$ cat src/rtl/icache_miss_ctrl_lv1_il_if.sv
// Bundles the CPU fetch, tag-compare, LRU and L2 signals of the L1-IL miss sequencer.
// The sequencer connects through "slave"; the CPU/L2/LRU side uses "master".
interface icache_miss_ctrl_lv1_il_if #(
    parameter int ASSOC_WID = 4,
    parameter int ADDR_WID  = 32,
    parameter int CNT_WID   = 16
);
    logic                 cpu_rd;
    logic                 cpu_wr;
    logic [ADDR_WID-1:0]  addr_bus_cpu_lv1;
    logic                 tag_hit;
    logic [ASSOC_WID-1:0] hit_way;
    logic [ASSOC_WID-1:0] lru_replacement_proc;
    logic                 lv2_rd;
    logic [ADDR_WID-1:0]  lv2_addr;
    logic                 lv2_rd_done;
    logic                 fill_en;
    logic [ASSOC_WID-1:0] fill_way;
    logic [ASSOC_WID-1:0] blk_accessed_main;
    logic                 lru_update;
    logic                 cpu_rd_done;
    logic                 illegal_wr;
    logic [CNT_WID-1:0]   miss_cnt;

    modport master (
        output cpu_rd, cpu_wr, addr_bus_cpu_lv1, tag_hit, hit_way,
               lru_replacement_proc, lv2_rd_done,
        input  lv2_rd, lv2_addr, fill_en, fill_way, blk_accessed_main,
               lru_update, cpu_rd_done, illegal_wr, miss_cnt
    );

    modport slave (
        input  cpu_rd, cpu_wr, addr_bus_cpu_lv1, tag_hit, hit_way,
               lru_replacement_proc, lv2_rd_done,
        output lv2_rd, lv2_addr, fill_en, fill_way, blk_accessed_main,
               lru_update, cpu_rd_done, illegal_wr, miss_cnt
    );
endinterface

$ cat src/rtl/icache_miss_ctrl_lv1_il.sv
// L1 instruction-cache access sequencer: answers hits in one cycle, and on a miss
// latches the victim way, reads the block from L2 (reissuing on timeout), fills
// the arrays and strobes the LRU update once per completed access.
module icache_miss_ctrl_lv1_il #(
    parameter int ASSOC_WID  = 4,
    parameter int ADDR_WID   = 32,
    parameter int OFFSET_MSB = 5,
    parameter int TIMEOUT    = 64,
    parameter int CNT_WID    = 16
) (
    input logic                      clk,
    input logic                      rst,
    icache_miss_ctrl_lv1_il_if.slave bus
);
    localparam int TMR_WID = (TIMEOUT > 1) ? $clog2(TIMEOUT) : 1;

    typedef enum logic [2:0] {IDLE, REQ, WAIT_L2, FILL, RESP} state_t;

    state_t               state_q;
    logic [ADDR_WID-1:0]  addr_q;
    logic [ASSOC_WID-1:0] way_q;
    logic [TMR_WID-1:0]   tmr_q;
    logic                 lv2_rd_q;
    logic                 fill_en_q;
    logic [ASSOC_WID-1:0] fill_way_q;
    logic                 lru_update_q;
    logic [ASSOC_WID-1:0] blk_q;
    logic                 done_q;
    logic                 illegal_wr_q;
    logic [CNT_WID-1:0]   miss_cnt_q;

    // Lowest set bit of the LRU vector; an empty vector falls back to way 0.
    function automatic logic [ASSOC_WID-1:0] pick_victim(input logic [ASSOC_WID-1:0] v);
        logic [ASSOC_WID-1:0] r;
        r = ASSOC_WID'(1);
        for (int i = ASSOC_WID - 1; i >= 0; i--)
            if (v[i]) r = ASSOC_WID'(1) << i;
        return r;
    endfunction

    // Block-aligned L2 address: offset bits cleared.
    function automatic logic [ADDR_WID-1:0] block_align(input logic [ADDR_WID-1:0] a);
        logic [ADDR_WID-1:0] r;
        r = a;
        r[OFFSET_MSB:0] = '0;
        return r;
    endfunction

    // Miss counter increment that sticks at all-ones.
    function automatic logic [CNT_WID-1:0] sat_inc(input logic [CNT_WID-1:0] c);
        return (&c) ? c : c + CNT_WID'(1);
    endfunction

    // Access sequencer; every output is a register updated alongside the state.
    always_ff @(posedge clk or posedge rst) begin
        if (rst) begin
            state_q      <= IDLE;
            addr_q       <= '0;
            way_q        <= '0;
            tmr_q        <= '0;
            lv2_rd_q     <= 1'b0;
            fill_en_q    <= 1'b0;
            fill_way_q   <= '0;
            lru_update_q <= 1'b0;
            blk_q        <= '0;
            done_q       <= 1'b0;
            illegal_wr_q <= 1'b0;
            miss_cnt_q   <= '0;
        end else begin
            if (bus.cpu_wr) illegal_wr_q <= 1'b1;
            fill_en_q    <= 1'b0;
            fill_way_q   <= '0;
            lru_update_q <= 1'b0;
            blk_q        <= '0;
            done_q       <= 1'b0;
            case (state_q)
                IDLE: begin
                    if (bus.cpu_rd) begin
                        if (bus.tag_hit) begin
                            way_q        <= bus.hit_way;
                            lru_update_q <= 1'b1;
                            blk_q        <= bus.hit_way;
                            done_q       <= 1'b1;
                            state_q      <= RESP;
                        end else begin
                            addr_q   <= block_align(bus.addr_bus_cpu_lv1);
                            way_q    <= pick_victim(bus.lru_replacement_proc);
                            lv2_rd_q <= 1'b1;
                            state_q  <= REQ;
                        end
                    end
                end
                REQ: begin
                    tmr_q    <= '0;
                    // With a one-cycle timeout the first wait cycle is already the drop cycle.
                    lv2_rd_q <= (TIMEOUT > 1);
                    state_q  <= WAIT_L2;
                end
                WAIT_L2: begin
                    if (bus.lv2_rd_done) begin
                        lv2_rd_q   <= 1'b0;
                        fill_en_q  <= 1'b1;
                        fill_way_q <= way_q;
                        state_q    <= FILL;
                    end else if (tmr_q == TMR_WID'(TIMEOUT - 1)) begin
                        lv2_rd_q <= 1'b1;
                        state_q  <= REQ;
                    end else begin
                        tmr_q    <= tmr_q + TMR_WID'(1);
                        // Request drops for the final wait cycle before the reissue.
                        lv2_rd_q <= (tmr_q != TMR_WID'(TIMEOUT - 2));
                    end
                end
                FILL: begin
                    miss_cnt_q   <= sat_inc(miss_cnt_q);
                    lru_update_q <= 1'b1;
                    blk_q        <= way_q;
                    // An abandoned fetch still updates the LRU but gets no done pulse.
                    done_q       <= bus.cpu_rd;
                    state_q      <= RESP;
                end
                RESP: begin
                    state_q <= IDLE;
                end
                default: begin
                    state_q <= IDLE;
                end
            endcase
        end
    end

    assign bus.lv2_rd            = lv2_rd_q;
    assign bus.lv2_addr          = addr_q;
    assign bus.fill_en           = fill_en_q;
    assign bus.fill_way          = fill_way_q;
    assign bus.blk_accessed_main = blk_q;
    assign bus.lru_update        = lru_update_q;
    assign bus.cpu_rd_done       = done_q;
    assign bus.illegal_wr        = illegal_wr_q;
    assign bus.miss_cnt          = miss_cnt_q;
endmodule

$ cat src/flat_wrapper.sv
// flat-port wrapper written by rule: the top's interface ports become plain ports
module icache_miss_ctrl_lv1_il_flat 
#(
    parameter int ASSOC_WID  = 4,
    parameter int ADDR_WID   = 32,
    parameter int OFFSET_MSB = 5,
    parameter int TIMEOUT    = 64,
    parameter int CNT_WID    = 16
)
  (clk, rst, bus_cpu_rd, bus_cpu_wr, bus_addr_bus_cpu_lv1, bus_tag_hit, bus_hit_way, bus_lru_replacement_proc, bus_lv2_rd_done, bus_lv2_rd, bus_lv2_addr, bus_fill_en, bus_fill_way, bus_blk_accessed_main, bus_lru_update, bus_cpu_rd_done, bus_illegal_wr, bus_miss_cnt);
  icache_miss_ctrl_lv1_il_if #(.ASSOC_WID(ASSOC_WID), .ADDR_WID(ADDR_WID), .CNT_WID(CNT_WID)) bus_i ();
  input logic clk;
  input logic rst;
  input wire logic [$bits(bus_i.cpu_rd)-1:0] bus_cpu_rd;
  input wire logic [$bits(bus_i.cpu_wr)-1:0] bus_cpu_wr;
  input wire logic [$bits(bus_i.addr_bus_cpu_lv1)-1:0] bus_addr_bus_cpu_lv1;
  input wire logic [$bits(bus_i.tag_hit)-1:0] bus_tag_hit;
  input wire logic [$bits(bus_i.hit_way)-1:0] bus_hit_way;
  input wire logic [$bits(bus_i.lru_replacement_proc)-1:0] bus_lru_replacement_proc;
  input wire logic [$bits(bus_i.lv2_rd_done)-1:0] bus_lv2_rd_done;
  output wire logic [$bits(bus_i.lv2_rd)-1:0] bus_lv2_rd;
  output wire logic [$bits(bus_i.lv2_addr)-1:0] bus_lv2_addr;
  output wire logic [$bits(bus_i.fill_en)-1:0] bus_fill_en;
  output wire logic [$bits(bus_i.fill_way)-1:0] bus_fill_way;
  output wire logic [$bits(bus_i.blk_accessed_main)-1:0] bus_blk_accessed_main;
  output wire logic [$bits(bus_i.lru_update)-1:0] bus_lru_update;
  output wire logic [$bits(bus_i.cpu_rd_done)-1:0] bus_cpu_rd_done;
  output wire logic [$bits(bus_i.illegal_wr)-1:0] bus_illegal_wr;
  output wire logic [$bits(bus_i.miss_cnt)-1:0] bus_miss_cnt;
  assign bus_i.cpu_rd = bus_cpu_rd;
  assign bus_i.cpu_wr = bus_cpu_wr;
  assign bus_i.addr_bus_cpu_lv1 = bus_addr_bus_cpu_lv1;
  assign bus_i.tag_hit = bus_tag_hit;
  assign bus_i.hit_way = bus_hit_way;
  assign bus_i.lru_replacement_proc = bus_lru_replacement_proc;
  assign bus_i.lv2_rd_done = bus_lv2_rd_done;
  assign bus_lv2_rd = bus_i.lv2_rd;
  assign bus_lv2_addr = bus_i.lv2_addr;
  assign bus_fill_en = bus_i.fill_en;
  assign bus_fill_way = bus_i.fill_way;
  assign bus_blk_accessed_main = bus_i.blk_accessed_main;
  assign bus_lru_update = bus_i.lru_update;
  assign bus_cpu_rd_done = bus_i.cpu_rd_done;
  assign bus_illegal_wr = bus_i.illegal_wr;
  assign bus_miss_cnt = bus_i.miss_cnt;
  icache_miss_ctrl_lv1_il #(.ASSOC_WID(ASSOC_WID), .ADDR_WID(ADDR_WID), .OFFSET_MSB(OFFSET_MSB), .TIMEOUT(TIMEOUT), .CNT_WID(CNT_WID)) u_core (.clk(clk), .rst(rst), .bus(bus_i));
endmodule
$ cat config.mk
export PLATFORM = sky130hd
export DESIGN_NAME = icache_miss_ctrl_lv1_il_flat
export DESIGN_NICKNAME = d
export VERILOG_FILES = /design/src/rtl/icache_miss_ctrl_lv1_il_if.sv /design/src/rtl/icache_miss_ctrl_lv1_il.sv /design/src/flat_wrapper.sv
export SDC_FILE = /design/constraint.sdc
export NUM_CORES = 1
export LEC_CHECK = 0
export BUFFER_PORTS_ARGS = -buffer_cell sky130_fd_sc_hd__buf_2
export CORE_MARGIN = 3
export CORE_UTILIZATION = 52
export CTS_BUF_LIST = sky130_fd_sc_hd__clkbuf_8
export DETAILED_ROUTE_END_ITERATION = 16
export PLACE_DENSITY = 0.81
export SLEW_MARGIN = 20
export SYNTH_ARGS = -nofsm -noshare
export SYNTH_HDL_FRONTEND = slang
export SYNTH_SLANG_ARGS = --single-unit
$ cat constraint.sdc
create_clock -name clk -period 2.63 [get_ports clk]
set_input_delay 0.1315 -clock clk [delete_from_list [all_inputs] [get_ports clk]]
set_output_delay 0.1315 -clock clk [all_outputs]
set_load 0.02 [all_outputs]
==> flow_summary_export.csv <==
group,metric,value,unit
pwr,internal_power,2.45,mW
cells_and_area,utilization,67.2,%
setup_path,rr_startpoint,"u_core.state_q[2]",
synth,synth_cell_types,49,
clock_network,clock_sinks,68,
routing,ant_nets,0,
setup_path,rr_worst_depth,4,
global_route,grt.overflow.total,0,
setup_path,reg2reg_slack,0.61,ns
routing,top_layer_used,"met4",
global_route,antenna_found_initial,0,
routing,wl_met1,2740,um
clock_network,htreeDepth,3,
synth,yosysWarningCount,0,
die,dieArea,0.00683,mm^2
die,die_height,82.7,um
die,rows,27,
synth,ys_seq_elements,68,
routing,drt-total-wl,6400,um
setup_path,critPathBufInv,0,
worst_hold_path,hold_path_class,"input pin to async pin",
routing,avgRoutedWirePerCell,14.9,um
global_route,grt_max_degree,69,
sta,final_min_period_over_clock_period,76.8,%
setup_path,startpoint,"u_core.state_q[2]",
routing,wl_met2,2930,um
setup_path,worstPathRequired,2.85,ns
synth,synth_seq_area_share,55.7,%
pwr,p_clk_share,21.6,%
routing,via_per_inst,5.34,
sta,hold_violations,0,
sta,clock-skew-final,0.00854,ns
cells_and_area,finalInstanceArea,0.00377,mm^2
die,io_pins,107,
setup_path,worstPathArrival,2.24,ns
global_route,grt_pass1_vias,2190,
run_status,run_status,"finished clean",
clock_network,cts_tree,"built",
pwr,powerDensity,1030,mW/mm^2
pwr,p_sw_share,37.2,%
cells_and_area,layout.nets,401,
placement,placed_cell_area,0.00356,mm^2
pwr,ir_drop,0.556,mV
cells_and_area,areaGrowthSynthToFinish,23.3,%
cells_and_area,layout-drive-gt1-share,43.7,%
global_route,grt_pass1_wl,9890,um
synth,synth_compound_area_share,9.91,%
flow_run,cap_viol_max_count,0,
setup_path,crit_cells,4,
die,core_area,0.00561,mm^2
setup_path,crit_fanout,12,
setup_path,timing.critical_path.to,"u_core.tmr_q[1]",
placement,hpwlAfterDp,4680,um
synth,synth_xor_xnor_area_share,2.58,%
pwr,seqPwrFrac,42.8,%
routing,via_count,2289,
clock_network,cts-buffers-inserted,9,
routing,drc_errors,0,
placement,gp_congestion,0.752,
setup_path,cp_slowest_stage_delay,0.61,ns
clock_network,cts.clk_slew.worst_paths,0.08,ns
synth,async_reset_ff_share,100,%
sta,holdWs,0.0165,ns
sta,slew_headroom,45.4,%
synth,synth-edff-count,0,
sta,setup_tns,0,ns
setup_path,cp_cell_sequence,"or4b_4, o21bai_4, o21ai_0, mux2_2",
synth,avgSynthCellArea,12.2,um^2
synth,synth-simple-area-share,13.9,%
sta,fin_crit,2.02,ns
sta,report.final.slew_viol_count,0,
setup_path,critPathKind,"flip-flop to flip-flop",
setup_path,cp-start-kind,"flip-flop",
cells_and_area,diodes,0,
synth,netlist_area,0.00306,mm^2
placement,io_buffer_count,94,
setup_path,r2r_end,"u_core.tmr_q[1]",
routing,dr_wl_met3,585,um
sta,setup_viol,0,
die,floorplan.initialDensity,54.5,%
sta,rsz0062_at_grt,"no",
synth,ys.flop_type,"dfrtp_1",
pwr,switching_power,1.45,mW
global_route,grtUsageTotal,19.3,%
sta,fmax,495,MHz
routing,drt_iter0_markers,115,
synth,synth_adder_area_share,1.23,%
setup_path,path_delay_family,"simple AND/OR/NAND/NOR gates",
die,fp.dieW,82.7,um
clock_network,clk_latency,0.34,ns
synth,synth_top_family_by_area,"simple AND/OR/NAND/NOR gates",
sta,tightest_slew,0.819,ns
pwr,static-leakage-power,1.83,nW
clock_network,clockBufferDepth,2,
synth,synthCells,251,
synth,synth.area.mux_share,11.7,%
clock_network,cts_root_buffer,"clkbuf_8",
routing,firstDrtPassIters,4,
setup_path,cpMaxStageDelayCell,"or4b_4",
pwr,p_comb_share,35.6,%
setup_path,end_kind,"flip-flop",
routing by layer:
metal,vias to the layer above,track usage (%)
li1,1098,-
met5,-,0
met3,14,5.42
met4,0,10.8
met1,1089,23.1
met2,88,31.4
worst reg2reg max path, cell delays in order (launching register included):
cell      delay [ns]
dfrtp_1         0.53
or4b_4          0.61
o21bai_4        0.21
o21ai_0         0.18
mux2_2          0.38
state kept, by name, summed over array words and instances (netlist names), 3 cells and up:
| register | cells |
|---|---|
| u_core.bus.fill_way | 4 |
| u_core.state_q | 3 |
| u_core.bus.miss_cnt | 16 |
| u_core.bus.lv2_addr | 26 |
| u_core.bus.blk_accessed_main | 4 |
| u_core.way_q | 4 |
| u_core.tmr_q | 6 |
synthesized netlist by cell type, types with 5 or more instances:
cell | count | share of area (%)
nand3_1 | 13 | 2.1
mux2_2 | 29 | 11
and3_1 | 6 | 1.2
nor3_1 | 5 | 0.82
inv_1 | 10 | 1.2
nand4_1 | 5 | 1.0
dfrtp_1 | 68 | 56
buf_4 | 6 | 1.5
xnor2_1 | 9 | 2.6
nor2_1 | 10 | 1.2
a21oi_1 | 11 | 1.8
nand2_1 | 9 | 1.1
timing repair:
| action | 4_1_cts | 5_1_grt |
|---|---|---|
| resized for setup | 0 | 0 |
| setup endpoints to repair | 0 | 0 |
| endpoints found under the hold margin | 1 | 0 |
| hold buffers | 1 | 0 |
| setup buffers | 0 | 0 |
cell type report:
type / instances / area (um^2)
well taps: 72 / 90.1
fillers: 425 / 1840
clock buffers: 9 / 124
inverters: 10 / 37.5
clock inverters: 7 / 75.1
multi-input cells: 163 / 1220
flip-flops and latches: 68 / 1700
repair buffers: 100 / 518
cell families after synthesis:
| group | Yosys count |
|---|---|
| buffers and inverters | 25 |
| AO/OA/AOI/OAI | 40 |
| AND/OR/NAND/NOR | 73 |
| XOR/XNOR | 9 |
| flip-flops | 68 |
| multiplexers | 32 |
| adder cells (fa/ha/maj) | 3 |
| other | 1 |
power groups by stage:
stage               clock network, mW  registers (mW)  logic, mW
floorplan                           0            1.96      0.665
global placement                    0            1.65       1.37
detailed placement                  0            1.68       1.40
CTS                             0.862            1.67       1.40
global route                    0.904            1.72       1.53
finish                          0.841            1.67       1.39
worst min-delay path by stage:
stage,cells past startpoint,from,endpoint
detailed placement,2,bus_cpu_wr,u_core.bus.illegal_wr
global placement,2,bus_cpu_wr,u_core.bus.illegal_wr
global route,2,bus_addr_bus_cpu_lv1[23],u_core.bus.lv2_addr[23]
CTS,2,bus_addr_bus_cpu_lv1[14],u_core.bus.lv2_addr[14]
finish,3,rst,u_core.bus.miss_cnt[15]
floorplan,1,bus_cpu_wr,u_core.bus.illegal_wr
cells in the final DEF, fill, tap and decap left out, types with 2 or more instances in the layout:
cell / instances
buf_2: 94
dfrtp_1: 68
mux2_2: 29
nand3_1: 13
a21oi_1: 11
nor2_1: 10
nand2_1: 9
inv_1: 9
xnor2_1: 9
clkbuf_8: 9
and3_1: 6
conb_1: 6
nand4_1: 5
nor3_1: 5
buf_4: 5
o21ai_0: 4
nor3b_1: 4
or2_2: 4
mux2i_1: 3
and4_1: 3
o211ai_1: 3
a22o_1: 3
ha_1: 3
clkinvlp_4: 3
nor2b_1: 2
o31ai_1: 2
a21o_2: 2
a2bb2oi_1: 2
or3_1: 2
a22oi_1: 2
nor4b_1: 2
and2_1: 2
per-stage QoR:
step,setup WS [ns],instances,total power [mW]
floorplan,0.738,256,2.63
global placement,0.682,412,3.02
detailed placement,0.637,412,3.08
CTS,0.622,429,3.93
global route,0.536,429,4.15
finish,0.611,429,3.90
Power figures use the tool's default switching activity.
